`src/rtl/fetch_redirect_pkg.sv`:
```
// fetch_redirect_pkg: shared constants for the fetch PC sequencer.
// Holds the FSM encodings, reset PC default and target alignment helper.
package fetch_redirect_pkg;

    localparam logic [1:0] FR_BOOT  = 2'd0;
    localparam logic [1:0] FR_FETCH = 2'd1;
    localparam logic [1:0] FR_HOLD  = 2'd2;

    localparam logic [31:0] FR_RESET_PC = 32'hBFC0_0000;

    // Instruction addresses are word aligned; low two bits are dropped.
    function automatic logic [31:0] fr_align(input logic [31:0] a);
        return a & 32'hFFFF_FFFC;
    endfunction

endpackage

```
`src/rtl/fetch_redirect_if.sv`:
```
// fetch_redirect_if: branch-resolution and instruction-memory bundle.
// master = fetch sequencer (drives Imem_req/PC/Fetch_valid/Redirect),
// slave  = ID stage, hazard unit and instruction memory side.
interface fetch_redirect_if;

    logic        Stall;
    logic        Br_valid;
    logic        taken;
    logic [31:0] Br_target;
    logic        Imem_ready;
    logic        Imem_req;
    logic [31:0] PC;
    logic        Fetch_valid;
    logic        Redirect;

    modport master (
        input  Stall, Br_valid, taken, Br_target, Imem_ready,
        output Imem_req, PC, Fetch_valid, Redirect
    );

    modport slave (
        output Stall, Br_valid, taken, Br_target, Imem_ready,
        input  Imem_req, PC, Fetch_valid, Redirect
    );

endinterface

```
`src/rtl/fetch_redirect_redirect_latch.sv`:
```
// redirect_latch: holds a taken redirect until the delay-slot fetch completes.
// Ports: CLK, RESET, set_i (accepted taken), done_i (fetch completion),
//        target_i; valid_o/target_o (pending redirect), accept_o (taken not ignored).
module redirect_latch (
    input  logic        CLK,
    input  logic        RESET,
    input  logic        set_i,
    input  logic        done_i,
    input  logic [31:0] target_i,
    output logic        valid_o,
    output logic [31:0] target_o,
    output logic        accept_o
);

    logic        valid_q, valid_d;
    logic [31:0] tgt_q, tgt_d;

    // A second taken while one is already pending sits in a delay slot
    // and is dropped.
    assign accept_o = set_i && !valid_q;

    always_comb begin
        valid_d = valid_q;
        tgt_d   = tgt_q;
        if (done_i) begin
            // Completion either consumes the pending target or takes the
            // live one directly; nothing remains pending either way.
            valid_d = 1'b0;
        end else if (accept_o) begin
            valid_d = 1'b1;
            tgt_d   = target_i;
        end
    end

    always_ff @(posedge CLK) begin
        if (RESET) begin
            valid_q <= 1'b0;
            tgt_q   <= '0;
        end else begin
            valid_q <= valid_d;
            tgt_q   <= tgt_d;
        end
    end

    assign valid_o  = valid_q;
    assign target_o = tgt_q;

endmodule

```
`src/rtl/fetch_redirect.sv`:
```
// fetch_redirect: PC sequencer applying ID branch resolutions with MIPS delay slots.
// Ports: CLK, RESET (sync, active high), bus (fetch_redirect_if.master);
// with BR_STATS_EN defined also Br_count/Taken_count statistics outputs.
module fetch_redirect
    import fetch_redirect_pkg::*;
#(
    parameter logic [31:0] RESET_PC = FR_RESET_PC
) (
    input  logic               CLK,
    input  logic               RESET,
    fetch_redirect_if.master   bus
`ifdef BR_STATS_EN
    ,
    output logic [31:0]        Br_count,
    output logic [31:0]        Taken_count
`endif
);

    logic [1:0]  state_q, state_d;
    logic [31:0] pc_q, pc_d;
    logic        redirect_q, redirect_d;

    logic        req;
    logic        done;
    logic        acc;
    logic        take;
    logic        pend_valid;
    logic [31:0] pend_tgt;
    logic [31:0] tgt;
    logic [31:0] next_pc;

    assign tgt  = fr_align(bus.Br_target);
    assign req  = !RESET && (state_q == FR_FETCH);
    assign acc  = !RESET && bus.Br_valid && !bus.Stall;

    // Completion: memory data accepted into IF/ID, either directly in
    // FETCH or from the held copy once the stall drops.
    assign done = !RESET && !bus.Stall &&
                  (((state_q == FR_FETCH) && bus.Imem_ready) ||
                   (state_q == FR_HOLD));

    redirect_latch u_latch (
        .CLK      (CLK),
        .RESET    (RESET),
        .set_i    (acc && bus.taken),
        .done_i   (done),
        .target_i (tgt),
        .valid_o  (pend_valid),
        .target_o (pend_tgt),
        .accept_o (take)
    );

    assign next_pc = pend_valid ? pend_tgt :
                     take       ? tgt      :
                                  pc_q + 32'd4;

    always_comb begin
        state_d = state_q;
        case (state_q)
            FR_BOOT:  state_d = FR_FETCH;
            FR_FETCH: if (bus.Imem_ready && bus.Stall) state_d = FR_HOLD;
            FR_HOLD:  if (!bus.Stall) state_d = FR_FETCH;
            default:  state_d = FR_BOOT;
        endcase
    end

    assign pc_d       = done ? next_pc : pc_q;
    assign redirect_d = done && (pend_valid || take);

    always_ff @(posedge CLK) begin
        if (RESET) begin
            state_q    <= FR_BOOT;
            pc_q       <= RESET_PC;
            redirect_q <= 1'b0;
        end else begin
            state_q    <= state_d;
            pc_q       <= pc_d;
            redirect_q <= redirect_d;
        end
    end

    assign bus.Imem_req    = req;
    assign bus.PC          = pc_q;
    assign bus.Fetch_valid = done;
    assign bus.Redirect    = redirect_q;

`ifdef BR_STATS_EN
    logic [31:0] br_cnt_q, tk_cnt_q;

    always_ff @(posedge CLK) begin
        if (RESET) begin
            br_cnt_q <= '0;
            tk_cnt_q <= '0;
        end else begin
            if (acc)  br_cnt_q <= br_cnt_q + 32'd1;
            if (take) tk_cnt_q <= tk_cnt_q + 32'd1;
        end
    end

    assign Br_count    = br_cnt_q;
    assign Taken_count = tk_cnt_q;
`endif

endmodule
```
`src/flat_wrapper.sv`:
```
// flat-port wrapper written by rule: the top's interface ports become plain ports
module fetch_redirect_flat import fetch_redirect_pkg::*;
#(
    parameter logic [31:0] RESET_PC = FR_RESET_PC
)
  (CLK, RESET, bus_Stall, bus_Br_valid, bus_taken, bus_Br_target, bus_Imem_ready, bus_Imem_req, bus_PC, bus_Fetch_valid, bus_Redirect);
  fetch_redirect_if bus_i ();
  input  logic CLK;
  input  logic RESET;
  input wire logic [$bits(bus_i.Stall)-1:0] bus_Stall;
  input wire logic [$bits(bus_i.Br_valid)-1:0] bus_Br_valid;
  input wire logic [$bits(bus_i.taken)-1:0] bus_taken;
  input wire logic [$bits(bus_i.Br_target)-1:0] bus_Br_target;
  input wire logic [$bits(bus_i.Imem_ready)-1:0] bus_Imem_ready;
  output wire logic [$bits(bus_i.Imem_req)-1:0] bus_Imem_req;
  output wire logic [$bits(bus_i.PC)-1:0] bus_PC;
  output wire logic [$bits(bus_i.Fetch_valid)-1:0] bus_Fetch_valid;
  output wire logic [$bits(bus_i.Redirect)-1:0] bus_Redirect;
  assign bus_i.Stall = bus_Stall;
  assign bus_i.Br_valid = bus_Br_valid;
  assign bus_i.taken = bus_taken;
  assign bus_i.Br_target = bus_Br_target;
  assign bus_i.Imem_ready = bus_Imem_ready;
  assign bus_Imem_req = bus_i.Imem_req;
  assign bus_PC = bus_i.PC;
  assign bus_Fetch_valid = bus_i.Fetch_valid;
  assign bus_Redirect = bus_i.Redirect;
  fetch_redirect #(.RESET_PC(RESET_PC)) u_core (.CLK(CLK), .RESET(RESET), .bus(bus_i));
endmodule
```
`config.mk`:
```
export PLATFORM = sky130hd
export DESIGN_NAME = fetch_redirect_flat
export DESIGN_NICKNAME = d
export VERILOG_FILES = /design/src/rtl/fetch_redirect_pkg.sv /design/src/rtl/fetch_redirect_if.sv /design/src/rtl/fetch_redirect_redirect_latch.sv /design/src/rtl/fetch_redirect.sv /design/src/flat_wrapper.sv
export SDC_FILE = /design/constraint.sdc
export NUM_CORES = 1
export LEC_CHECK = 0
export ABC_AREA = 1
export CORE_AREA = 2 2 90 92
export DETAILED_ROUTE_END_ITERATION = 7
export DIE_AREA = 0 0 92 94
export HOLD_SLACK_MARGIN = 0.15
export PLACE_DENSITY = 0.77
export SETUP_SLACK_MARGIN = 0.3
export SYNTH_ARGS = -nofsm -noshare
export SYNTH_HDL_FRONTEND = slang
export SYNTH_SLANG_ARGS = --single-unit
```
`constraint.sdc`:
```
create_clock -name CLK -period 2.15 [get_ports CLK]
set_input_delay 0.645 -clock CLK [delete_from_list [all_inputs] [get_ports CLK]]
set_output_delay 0.645 -clock CLK [all_outputs]
set_load 0.01 [all_outputs]
```
# Word-level counts from Yosys, hierarchy flattened

Cells that the tools add are included.

Add/sub/neg operators: 1
Eq/ne operators: 4
Mux-type cells: 5
Bitwise logic cells: 1
Reductions and logical operators: 19

Operator list:

| operator                                                               | count |
|---|---|
| 32-bit two-way mux                                                     | 2 |
| 32-bit by 3-bit adder with 32-bit output (second input constant)       | 1 |
| 1-bit logical AND                                                      | 10 |
| 2-bit one-hot mux with 3 select lines                                  | 1 |
| 2-bit two-way mux                                                      | 2 |
| 2-bit inequality test (second input constant)                          | 2 |
| 2-bit AND reduction                                                    | 2 |
| 1-bit zero test                                                        | 3 |
| 2-bit by 1-bit equality test with 1-bit output (second input constant) | 1 |
| 2-bit equality test (second input constant)                            | 1 |
| 2-bit zero test                                                        | 1 |
| 1-bit logical OR                                                       | 2 |
| 2-bit OR reduction                                                     | 1 |
| 1-bit NOT                                                              | 1 |

Bits in registers: 66
Input bits: 38
Output and inout bits: 35
Logic and storage cells: 35

# Longest topological paths before layout

Gate-level depths: netlist of run 1.

Depth in word-level cells: 7
Gate-level depth with buffers: 10
Mapped depth without buffers: 10

# Modules after synthesis

From an unflattened synthesis of run 1, not the netlist that was laid out.

Cell total of the unflattened synthesis: 678
Area, all modules: 4051.4 um2

By module, submodules not included:

| module         | times used | cells each | area each (um2) | sequential area each (um2) |
|---|---|---|---|---|
| fetch_redirect | 1          | 469        | 2682.6          | 700.7 |
| redirect_latch | 1          | 209        | 1368.8          | 660.6 |

# Worst setup path after synthesis of run 1

No wires, ideal clock.

Path type: input-to-output
From: in RESET
To: out bus_Imem_req
Data arrival time: 1.310 ns
Data required time: 1.505 ns
Slack: 0.195 ns
Stages on the path: 3
Path buffers: 2
Cells stage by stage: clkbuf_1 -> clkbuf_1 -> nor2_1

Word-level cells in the longest chain between the ends: 2

Ends and longest elaborated chain:

| item               | line                 | text |
|---|---|---|
| start: declaration | flat_wrapper.sv:9    | `input logic RESET;` |
| 1-bit zero test    | fetch_redirect.sv:33 | `assign req = !RESET && (state_q == FR_FETCH);` |
| 1-bit logical AND  | fetch_redirect.sv:33 |  |
| end: declaration   | flat_wrapper.sv:15   | `output wire logic [$bits(bus_i.Imem_req)-1:0] bus_Imem_req;` |

Every way passes these cells.

# Final worst setup path of run 1

From: in bus_Stall
To: out bus_Fetch_valid

Word-level cells in the longest chain between the ends: 3

Ends and longest elaborated chain:

| item                            | line                 | text |
|---|---|---|
| start: declaration              | flat_wrapper.sv:10   | `input wire logic [$bits(bus_i.Stall)-1:0] bus_Stall;` |
| 1-bit zero test                 | fetch_redirect.sv:38 | `assign done = !RESET && !bus.Stall &&` |
| 1-bit logical AND (2 in series) | fetch_redirect.sv:38 |  |
| end: declaration                | flat_wrapper.sv:17   | `output wire logic [$bits(bus_i.Fetch_valid)-1:0] bus_Fetch_valid;` |

Every way passes these cells.

==> results.sh, run 1 <==
export IMPL_syn2layout_area_growth_pct=28.45
export IMPL_post_drt_via_cell_ratio=5.227
export IMPL_cpMaxStageDelayCell="nor2_4"
export IMPL_yosysUniqueCellTypes=30
export IMPL_totalNegativeSetupSlack_ns=0
export IMPL_max_stage_delay_ns=0.14
export IMPL_grt_pass1_wl_um=16910
export IMPL_p_leak_uw=0.002092
export IMPL_cts_buffers=9
export IMPL_holdPathEnd="u_core.u_latch.target_o[17]"
export IMPL_clk_pin_slew_worst_paths_ns=0.08
export IMPL_start_kind="primary input"
export IMPL_finalSetupViolCount=0
export IMPL_hp_class="reg -> reg"
export IMPL_yosys_register_bits=64
export IMPL_grt_pass1_vias=3735
export IMPL_fin_util_pct=63.27
export IMPL_drcViolationCount=0
export IMPL_io_pins=73
export IMPL_worst_ep_required_time_ns=1.50
export IMPL_ff2ff_setup_slack_ns=0.48
export IMPL_clkSinkCount=64
export IMPL_crit_type="in -> out"
export IMPL_clockBufferDepth=2
export IMPL_hpwl_um=7443
export IMPL_rsz0062_at_grt="yes"
export IMPL_tritoncts="built"
export IMPL_post_route_period_util_pct=84.59
export IMPL_ys_warn_count=0
export IMPL_drt_initial_drc_count=268
export IMPL_vias=3999
export IMPL_core_um2=7607
export IMPL_track_usage_pct=24.58
export IMPL_ff2ff_path_depth=7
export IMPL_initial_utilization_pct=49.26
export IMPL_portBuffers=68
export IMPL_fp_row_count=32
export IMPL_fp_dieW_um=92
export IMPL_maxCapViolCount=0
export IMPL_endpoint_kind="output port"
export IMPL_syn_instance_count=584
export IMPL_gp_congestion=0.9051
export IMPL_fin_crit_ns=1.819
export IMPL_status="completed"
export IMPL_final_cell_mix="184 x nand2_1, 62 x a21oi_1, 51 x o21ai_0"
export IMPL_die_h_um=94
export IMPL_whs_ns=0.4454
export IMPL_whs_path_depth=2
export IMPL_startpoint="bus_Stall"
export IMPL_antenna_found_initial=0
export IMPL_final_nets=697
export IMPL_p_per_area_nw_per_um2=572.0
export IMPL_fin_area_um2=4813
export IMPL_ir_worst_vdd_uv=310.1
export IMPL_critical_path_reg2reg_endpoint="u_core.bus.PC[16]"
export IMPL_die_area_um2=8648
export IMPL_finalHoldViolations=0
export IMPL_ys_seq_area_share_pct=34.19
export IMPL_place_area_um2=4588
export IMPL_globalRoute_totalOverflow=0
export IMPL_grt_start_max_net_pins=30
export IMPL_antennaDiodeCount=0
export IMPL_ant_nets=0
export IMPL_stdcell_count=765
export IMPL_avgSynthCellArea_um2=6.417
export IMPL_clkLatencyLatePin_ns=0.35
export IMPL_fillers=713
export IMPL_maxSlewViolCount=0
export IMPL_r2r_start="u_core.bus.PC[2]"
export IMPL_path_cells="clkbuf_2 > nor2_4 > nand3_4 > inv_4 > buf_6"
export IMPL_drive_gt1_share_pct=16.29
export IMPL_wl_per_cell_um=13.35
export IMPL_root_buffer="clkbuf_8"
export IMPL_worstPathArrival_ns=1.17
export IMPL_drt_total_wl_um=10210
export IMPL_holdCritStartpoint="u_core.u_latch.target_o[17]"
export IMPL_layout_commonest_cell="nand2_1"
export IMPL_firstDrtPassIters=5
export IMPL_syn_area_um2=3747
export IMPL_skew_ns=0.008817
export IMPL_dp_cells=748
export IMPL_path_max_fanout=2
export IMPL_fmaxAchievable_mhz=549.9
export IMPL_h_tree_depth=3
[stage by stage]
stage,worst slack [ns],total power [uW]
floorplan,0.3126,1439
global placement,-0.4591,1602
detailed placement,-0.5283,1611
CTS,0.1851,2758
global route,0.2853,2858
finish,0.3314,2753
[routing by layer]
layer	vias to the layer above	routed length [um]	part of all wire, %	GRT usage, %
met5	-	0	0	0
met4	0	197	1.9	9.328
met3	19	608	6.0	4.494
met2	150	4821	47	41.18
met1	1827	4587	45	31.57
li1	2003	-	-	-
[synthesized netlist by cell type, drive strengths merged]
library cell    n  area [um2]
conb            1       3.750
a22oi           6       50.05
a21boi          2       15.01
xnor2           1       8.760
o21ai          53       265.3
a31oi           2       12.51
nand3          33       177.7
buf            21       138.9
xor2           10       87.58
ha              1       12.51
clkbuf          7       27.52
dfxtp          64        1281
nor2           68       350.3
inv            52       195.2
a21oi          64       327.8
nand2         198       788.3
nor3            1       5.000
[power by group]
group / total (uW) / internal [uW] / switching (uW)
sequential: 1250 / 1220 / 32.9
combinational: 325 / 149 / 176
clock: 1170 / 683 / 492
[cells by family (layout without fill, tap and decap cells)]
kind of cell	after synthesis	in the layout	synth area share, %
and+or+nand+nor	300	300	35.26
AOI/OAI and AO/OA	127	127	17.90
buffers and inverters	80	158	9.649
DFF	64	64	34.19
xor gates and xnor gates	11	11	2.571
adders and majority gates	1	1	0.3338
other	1	2	0.1001
[critical path, delay by kind of cell]
family                 cells  cell delay, ns
buffers and inverters      3            0.29
and+or+nand+nor            2            0.23
[sequential cells by signal, indices dropped and copies added (netlist names)]
signal,flops
u_core.bus.PC,30
u_core.u_latch.target_o,30
u_core.state_q,2
u_core.bus.Redirect,1
u_core.u_latch.valid_o,1
[timing repair]
action | in CTS | in global routing
pin swaps | 4 | 3
hold buffers | 0 | 0
cloned | 0 | 0
endpoints found under the setup margin | 74 | 17
gates resized for setup | 72 | 8
buffers inserted | 1 | 0
[area by class of cell]
| type | instances | area, um2 | share of cell area (%) |
|---|---|---|---|
| Multi-Input combinational cell | 441 | 2118 | 44.01 |
| Sequential cell | 64 | 1315 | 27.32 |
| Timing Repair Buffer | 90 | 833.3 | 17.31 |
| Inverter | 52 | 197.7 | 4.107 |
| Clock buffer | 11 | 141.4 | 2.937 |
| Tap cell | 102 | 127.6 | 2.651 |
| Clock inverter | 5 | 80.08 | 1.664 |
[worst max path at each step]
| stage | endpoint | slack, ns | cells past startpoint |
|---|---|---|---|
| floorplan | bus_Fetch_valid | 0.31 | 4 |
| global placement | bus_Fetch_valid | -0.46 | 5 |
| detailed placement | bus_Fetch_valid | -0.53 | 5 |
| CTS | bus_Fetch_valid | 0.19 | 5 |
| global route | bus_Fetch_valid | 0.29 | 5 |
| finish | bus_Fetch_valid | 0.33 | 5 |
Power figures use the tool's default switching activity.
==> inputs of run 2 (changes only) <==
==> constraint.sdc (replaced) <==
create_clock -name CLK -period 1.7 [get_ports CLK]
set_input_delay 0.51 -clock CLK [delete_from_list [all_inputs] [get_ports CLK]]
set_output_delay 0.51 -clock CLK [all_outputs]
set_load 0.01 [all_outputs]
==> run 2 against run 1 <==
Effect of this change: sequential power increased by 25%; flip-flop and latch count unchanged; cell count increased by 7.1%; clock skew increased by 0.0078 ns; register-to-register slack got worse by 0.34 ns; non-clock buffer count increased by 54; first-iteration DRC count increased by 26%; routed wire length increased by 29%; largest cell class unchanged; highest routed layer unchanged.
==> results.sh, run 2 (synthesis results as in run 1) <==
export IMPL_portBuffers=68
export IMPL_die_h_um=94
export IMPL_drive_gt1_share_pct=39.05
export IMPL_final_cell_mix="174 x nand2_1, 49 x nor2_1, 48 x buf_4"
export IMPL_gp_congestion=0.9464
export IMPL_hpwl_um=7604
export IMPL_root_buffer="clkbuf_8"
export IMPL_initial_utilization_pct=49.26
export IMPL_worst_slack_ns=0.05186
export IMPL_vias=4485
export IMPL_start_kind="primary input"
export IMPL_fillers=536
export IMPL_path_cells="buf_8 > nor2_4 > buf_6 > buf_6 > buf_6 > buf_6 > nand2_4 > nor2_4 > buf_6 > buf_6 > nand2_1 > o21ai_1 > o21ai_1 > o21ai_1"
export IMPL_ir_worst_vdd_uv=446.4
export IMPL_grt_pass1_wl_um=19960
export IMPL_fin_area_um2=5816
export IMPL_globalRoute_totalOverflow=0
export IMPL_antenna_found_initial=0
export IMPL_fp_dieW_um=92
export IMPL_grt_start_max_net_pins=30
export IMPL_p_leak_uw=0.002456
export IMPL_maxSlewViolCount=0
export IMPL_clkSinkCount=64
export IMPL_grt_pass1_vias=4209
export IMPL_path_max_fanout=6
export IMPL_post_route_period_util_pct=96.95
export IMPL_final_nets=751
export IMPL_clkLatencyLatePin_ns=0.36
export IMPL_track_usage_pct=29.04
export IMPL_tritoncts="built"
export IMPL_hp_class="in -> reg"
export IMPL_core_um2=7607
export IMPL_clockBufferDepth=2
export IMPL_drt_initial_drc_count=337
export IMPL_seqCellArea_um2=1361
export IMPL_rsz0062_at_grt="yes"
export IMPL_io_pins=73
export IMPL_h_tree_depth=3
export IMPL_worst_ep_required_time_ns=1.98
export IMPL_worstPathArrival_ns=1.92
export IMPL_max_stage_delay_ns=0.18
export IMPL_fp_row_count=32
export IMPL_firstDrtPassIters=5
export IMPL_maxCapViolCount=0
export IMPL_layout_commonest_cell="nand2_1"
export IMPL_path_buf_inv=7
export IMPL_finalHoldViolations=0
export IMPL_dp_slack_ns=-0.6859
export IMPL_crit_type="in -> reg"
export IMPL_post_drt_via_cell_ratio=5.476
export IMPL_syn2layout_area_growth_pct=55.19
export IMPL_critPathMostFrequentCell="buf_6"
export IMPL_multi_input_area_um2=2557
export IMPL_finalSetupViolCount=0
export IMPL_ant_nets=0
export IMPL_endpoint_kind="flop"
export IMPL_drt_total_wl_um=13160
export IMPL_skew_ns=0.01665
export IMPL_fmaxAchievable_mhz=606.7
export IMPL_cpMaxStageDelayCell="nor2_4"
export IMPL_drcViolationCount=0
export IMPL_cp_top_family="buffers and inverters"
export IMPL_fin_util_pct=76.45
export IMPL_clk_pin_slew_worst_paths_ns=0.08
export IMPL_fin_crit_ns=1.648
export IMPL_hold_buffers=0
export IMPL_die_area_um2=8648
export IMPL_p_per_area_nw_per_um2=613.2
export IMPL_wl_per_cell_um=16.07
export IMPL_cts_buffers=9
export IMPL_status="completed"
export IMPL_place_area_um2=4730
export IMPL_antennaDiodeCount=0
run 2: worst reg2reg max path: stages (launching register included):
cell	delay (ns)
dfxtp_4	0.37
nand2_4	0.06
nand2_4	0.05
buf_4	0.13
buf_4	0.13
nand2_2	0.08
buf_4	0.33
nand3_1	0.17
a21oi_2	0.16
run 2: layout make-up:
class | count | share of cell area [%]
repair buffers | 144 | 23.62
flip-flops and latches | 64 | 23.41
multi-input cells | 441 | 43.98
clock buffers | 11 | 2.431
well taps | 102 | 2.194
clock inverters | 5 | 0.9682
inverters | 52 | 3.399
run 2: what timing repair did:
action                                  4_1_cts  5_1_grt
gates resized for setup                     293       64
endpoints found under the setup margin       97       67
setup buffers                                35        1
gates cloned                                  6        1
pin swaps                                    55       45
run 2: metrics by stage:
| stage | std cells | hold WS [ns] | total power (uW) | setup TNS, ns |
|---|---|---|---|---|
| floorplan | 585 | 0.4245 | 1833 | 0 |
| global placement | 760 | 0.4334 | 2060 | -22.47 |
| detailed placement | 760 | 0.4391 | 2070 | -25.51 |
| CTS | 817 | 0.4186 | 3451 | 0 |
| global route | 819 | 0.4167 | 3677 | -0.001761 |
| finish | 819 | 0.4071 | 3566 | 0 |
run 2: report_power, final:
group / switching [uW] / internal [uW]
clock: 659 / 716
sequential: 32.5 / 1530
combinational: 342 / 292
total: 1030 / 2530
run 2: routing by layer:
metal | global-route usage (%) | routed length, um | vias to the layer above
met5 | 0 | 0 | -
met1 | 36.07 | 5416 | 2112
met3 | 4.976 | 929 | 38
met4 | 8.209 | 342 | 0
met2 | 51.78 | 6475 | 210
li1 | - | - | 2125
run 2: final timing paths:
check | start | endpoint | slack [ns] | cells after the start
setup / recovery | bus_Stall | u_core.bus.PC[2] | 0.05 | 14
hold / removal | bus_Stall | u_core.state_q[0] | 0.41 | 3
setup reg to reg | u_core.state_q[0] | u_core.u_latch.target_o[22] | 0.14 | 8
hold reg to reg | u_core.u_latch.target_o[21] | u_core.u_latch.target_o[21] | 0.47 | 2
